===== config.mk =====
export PLATFORM = sky130hd
export DESIGN_NAME = alu_dispatch
export DESIGN_NICKNAME = d
export VERILOG_FILES = /design/src/rtl/alu_dispatch.sv
export SDC_FILE = /design/constraint.sdc
export NUM_CORES = 1
export LEC_CHECK = 0
export CELL_PAD_IN_SITES_DETAIL_PLACEMENT = 1
export CELL_PAD_IN_SITES_GLOBAL_PLACEMENT = 1
export CORE_MARGIN = 2
export CORE_UTILIZATION = 41
export DETAILED_ROUTE_END_ITERATION = 12
export PLACE_DENSITY = 0.81
export SLEW_MARGIN = 20
export SYNTH_ARGS = -nofsm -noshare
export SYNTH_HDL_FRONTEND = slang
export SYNTH_SLANG_ARGS = --single-unit

===== constraint.sdc =====
create_clock -name clock -period 2.8 [get_ports clock]
set_clock_uncertainty 0.1 [all_clocks]
set_input_delay 0.28 -clock clock [delete_from_list [all_inputs] [get_ports clock]]
set_output_delay 0.28 -clock clock [all_outputs]
set_load 0.03 [all_outputs]

===== src/rtl/alu_dispatch.sv =====
// Issue stage for the integer ALU: input FIFO, registered execute stage that
// drives the external combinational ALU, and a writeback register with handshake.
module alu_dispatch #(
  parameter int ALU_OP = 4,
  parameter int TAG_W  = 5,
  parameter int DEPTH  = 4
) (
  input  logic                     clock,
  input  logic                     reset,
  input  logic                     in_valid,
  output logic                     in_ready,
  input  logic [ALU_OP-1:0]        in_op,
  input  logic [31:0]              in_srcA,
  input  logic [31:0]              in_srcB,
  input  logic [TAG_W-1:0]         in_tag,
  output logic [ALU_OP-1:0]        alu_op,
  output logic [31:0]              alu_srcA,
  output logic [31:0]              alu_srcB,
  input  logic [31:0]              alu_result,
  output logic                     wb_valid,
  input  logic                     wb_ready,
  output logic [31:0]              wb_data,
  output logic [TAG_W-1:0]         wb_tag,
  output logic                     wb_illegal,
  output logic [$clog2(DEPTH):0]   count
);

  localparam int PW = $clog2(DEPTH);
  localparam int CW = PW + 1;

  logic [ALU_OP-1:0] fifo_op  [DEPTH];
  logic [31:0]       fifo_a   [DEPTH];
  logic [31:0]       fifo_b   [DEPTH];
  logic [TAG_W-1:0]  fifo_tag [DEPTH];
  logic [PW-1:0]     wr_ptr;
  logic [PW-1:0]     rd_ptr;

  logic              ex_valid;
  logic [TAG_W-1:0]  ex_tag;
  logic              ex_illegal;

  logic push;
  logic wb_move;
  logic ex_move;
  logic ex_load;
  logic head_illegal;

  // in_ready depends only on registered occupancy (and reset), never on wb_ready
  assign in_ready     = !reset && (count < CW'(DEPTH));
  assign push         = in_valid && in_ready;
  assign wb_move      = !wb_valid || wb_ready;
  assign ex_move      = ex_valid && wb_move;
  assign ex_load      = (count != '0) && (!ex_valid || ex_move);
  assign head_illegal = (fifo_op[rd_ptr] == '0) || (fifo_op[rd_ptr] > ALU_OP'(7));

  always_ff @(posedge clock) begin
    if (push) begin
      fifo_op[wr_ptr]  <= in_op;
      fifo_a[wr_ptr]   <= in_srcA;
      fifo_b[wr_ptr]   <= in_srcB;
      fifo_tag[wr_ptr] <= in_tag;
    end
  end

  always_ff @(posedge clock) begin
    if (reset) begin
      wr_ptr <= '0;
      rd_ptr <= '0;
      count  <= '0;
    end else begin
      if (push)    wr_ptr <= wr_ptr + 1'b1;
      if (ex_load) rd_ptr <= rd_ptr + 1'b1;
      case ({push, ex_load})
        2'b10:   count <= count + CW'(1);
        2'b01:   count <= count - CW'(1);
        default: count <= count;
      endcase
    end
  end

  // Execute stage: ALU inputs idle at zero whenever the stage is empty
  always_ff @(posedge clock) begin
    if (reset) begin
      ex_valid   <= 1'b0;
      ex_tag     <= '0;
      ex_illegal <= 1'b0;
      alu_op     <= '0;
      alu_srcA   <= '0;
      alu_srcB   <= '0;
    end else if (ex_load) begin
      ex_valid   <= 1'b1;
      ex_tag     <= fifo_tag[rd_ptr];
      ex_illegal <= head_illegal;
      alu_op     <= fifo_op[rd_ptr];
      alu_srcA   <= fifo_a[rd_ptr];
      alu_srcB   <= fifo_b[rd_ptr];
    end else if (ex_move) begin
      ex_valid   <= 1'b0;
      ex_tag     <= '0;
      ex_illegal <= 1'b0;
      alu_op     <= '0;
      alu_srcA   <= '0;
      alu_srcB   <= '0;
    end
  end

  always_ff @(posedge clock) begin
    if (reset) begin
      wb_valid   <= 1'b0;
      wb_data    <= '0;
      wb_tag     <= '0;
      wb_illegal <= 1'b0;
    end else if (ex_move) begin
      wb_valid   <= 1'b1;
      wb_data    <= alu_result;
      wb_tag     <= ex_tag;
      wb_illegal <= ex_illegal;
    end else if (wb_ready && wb_valid) begin
      wb_valid   <= 1'b0;
    end
  end

endmodule

==> impl_metrics.env <==
export IMPL_setup_tns_ns=0
export IMPL_drc=0
export IMPL_grt_max_degree=75
export IMPL_drt_total_wl_microns=36200
export IMPL_cp_buffers_inverters=2
export IMPL_layout_drive_gt1_share_pct=13.8
export IMPL_antenna_left=0
export IMPL_highest_layer="met5"
export IMPL_synth_seq_area_share_pct=75.2
export IMPL_ys_top_cells_by_count="edfxtp_1, nand2_1, dfxtp_1, a21oi_1, nand3_1"
export IMPL_synth_nets=1045
export IMPL_worstSetupPathType="reg2out"
export IMPL_ys_types=28
export IMPL_wl_met3_microns=1750
export IMPL_placedCellCount=1567
export IMPL_cts_tree="yes"
export IMPL_ys_seq_elements=415
export IMPL_path_clk_slew_ns=0.06
export IMPL_antenna_found_initial=2
export IMPL_cts_max_level=2
export IMPL_hold_ws_ns=0.161
export IMPL_wl_met2_microns=18300
export IMPL_worstHoldPathType="in2reg"
export IMPL_drt_iter0_drc=438
export IMPL_dpl_cell_area_sq_mm=0.0177
export IMPL_ios=220
export IMPL_clock_power_share_pct=29.0
export IMPL_finalSetupViolations=0
export IMPL_vias=8665
export IMPL_fin_cells=1645
export IMPL_core_sq_mm=0.0357
export IMPL_design_area_sq_mm=0.0191
export IMPL_synth_top_cell_area_share_pct=58.7
export IMPL_cts_setup_buffers=0
export IMPL_wirelength_met1_microns=15400
export IMPL_initial_core_util_pct=41.8
export IMPL_critical_path_max_stage_delay_ns=0.70
export IMPL_cts_repair_resized=0
export IMPL_arrival_ns=1.95
export IMPL_numCtsBuffers=43
export IMPL_synth_area_sq_mm=0.0149
export IMPL_async_reset_ff_share_pct=0
export IMPL_grt_pass1_wl_microns=55800
export IMPL_first_pass_iters=4
export IMPL_endpoint_kind="output port"
export IMPL_clock_sinks=415
export IMPL_cts_hold_buffers=0
export IMPL_required_ns=2.42
export IMPL_crit_family="buffers and inverters"
export IMPL_rsz0062_at_grt="false"
export IMPL_yosysWarningCount=0
export IMPL_insertion_delay_ns=0.56
export IMPL_power_leakage_uw=0.00621
export IMPL_portBuffers=219
export IMPL_p_comb_share_pct=31.1
export IMPL_internal_power_uw=13200
export IMPL_dpl_hpwl_microns=21400
export IMPL_area_growth_pct=28.2
export IMPL_worst_setup_path_start_kind="flop"
export IMPL_drv_slew=0
export IMPL_status="finished, final reports clean"
export IMPL_synth_top_cell_by_area="edfxtp_1"
export IMPL_tightest_slew_ns=1.03
export IMPL_synth_area_leaders="edfxtp_1, dfxtp_1, mux4_2"
export IMPL_swShare_pct=32.7
export IMPL_relSlewSlack_pct=31.4
export IMPL_crit_fanout=6
export IMPL_gp_congestion=0.734
export IMPL_final_nets=1266
export IMPL_dieHeight_microns=195
export IMPL_ir_drop_v=0.000760
export IMPL_fin_crit_sh_pct=83.2
export IMPL_viasPerCell=5.27
export IMPL_power_frac_seq_pct=39.9
export IMPL_cap_viol_max_count=0
export IMPL_die_area_sq_mm=0.0379
export IMPL_synth_most_common_cell="edfxtp_1"
export IMPL_clockBufferDepth=3
export IMPL_final_hold_viol_count=0
export IMPL_switching_power_uw=6410
export IMPL_fmax_mhz=429
export IMPL_synth_edf_count=292
export IMPL_grt_overflow=0
export IMPL_postSynthAreaPerCell_sq_um=16.0
export IMPL_n_fill_cell=3388
export IMPL_clockRootBuffer="clkbuf_16"
export IMPL_synthFlopType="edfxtp_1"
export IMPL_grt_usage_pct=19.4
export IMPL_grt_pass1_vias=9577
export IMPL_die_width_microns=195
export IMPL_finalCriticalPeriod_ns=2.33
export IMPL_pwr_density_cell_mw_per_mm2=1020
export IMPL_wl_per_cell_microns=22.0
export IMPL_final_util_pct=53.5
export IMPL_slowest_stage="clkdlybuf4s50_1"
export IMPL_crit_chain="nor2_1 -> buf_4 -> clkdlybuf4s50_1"
export IMPL_rows=69
export IMPL_netlist_instances=930
routing by layer:
| metal | track usage (%) | up-vias |
|---|---|---|
| li1 | - | 3946 |
| met1 | 24.2 | 4444 |
| met2 | 33.9 | 218 |
| met3 | 4.37 | 55 |
| met4 | 5.74 | 2 |
| met5 | 0 | - |
state kept, by name, indices dropped and copies added (netlist names), 2 cells and up, named ones only:
signal / cells
alu_srcB: 32
fifo_op: 16
wb_data: 32
fifo_b: 128
ex_tag: 5
alu_srcA: 32
count: 3
fifo_a: 128
rd_ptr: 2
wb_tag: 5
fifo_tag: 20
alu_op: 4
wr_ptr: 2
path summary, 6_finish.rpt:
| path | start | to | slack (ns) | cells past startpoint |
|---|---|---|---|---|
| max | count[2] | in_ready | 0.47 | 3 |
| min | reset | wr_ptr[1] | 0.16 | 5 |
| max reg2reg | count[2] | alu_srcB[8] | 0.47 | 5 |
| min reg2reg | ex_tag[2] | wb_tag[2] | 0.35 | 2 |
tightest hold or removal path: stages:
cell and delay [ns]:
buf_4 0.09, nor2_1 0.05, and2_1 0.20, nand2_1 0.08, o31ai_1 0.06
cell usage in the layout (no fill, tap or decap), drive strengths merged, types with 2 or more instances in the layout:
cell type | synthesis | final
nand2 | 152 | 152
dfxtp | 123 | 123
xor2 | 2 | 2
a21oi | 114 | 114
mux4 | 73 | 73
clkbuf | 45 | 57
or3 | 2 | 2
ha | 5 | 5
clkinvlp | 0 | 2
inv | 5 | 5
clkdlybuf4s50 | 0 | 218
buf | 17 | 20
and2 | 2 | 2
and3 | 4 | 4
bufinv | 0 | 5
edfxtp | 292 | 292
clkinv | 0 | 13
nor2 | 7 | 7
nand3 | 75 | 75
xnor2 | 3 | 3
layout make-up:
class                           count  area, sq um  area share (%)
Antenna cell                        1         2.50          0.0131
Clock buffer                       57         1160            6.06
Clock inverter                     20          226            1.18
Inverter                            5         20.0           0.105
Multi-Input combinational cell    448         3450            18.0
Sequential cell                   415        11200            58.7
Tap cell                          461          577            3.01
Timing Repair Buffer              238         2460            12.8
per-stage QoR:
stage / total power [uW] / setup WS (ns)
finish: 19600 / 0.470
global route: 20500 / 0.341
CTS: 19800 / 0.437
detailed placement: 14100 / 0.283
global placement: 13900 / 0.313
floorplan: 11800 / 0.166
cells by family after synthesis:
family	synth area share (%)
AO/OA/AOI/OAI	3.95
XOR/XNOR	0.293
adder cells (fa/ha/maj)	0.553
buffers and inverters	1.85
flip-flops	75.2
multiplexers	11.1
AND/OR/NAND/NOR	7.02
power groups by stage:
stage / Clock, uW / Combinational, uW / Sequential, uW
global route: 6030 / 6600 / 7910
global placement: 0 / 6010 / 7920
finish: 5680 / 6090 / 7820
floorplan: 0 / 3010 / 8740
detailed placement: 0 / 6150 / 7950
CTS: 5820 / 6190 / 7830
Power figures use the tool's default switching activity.
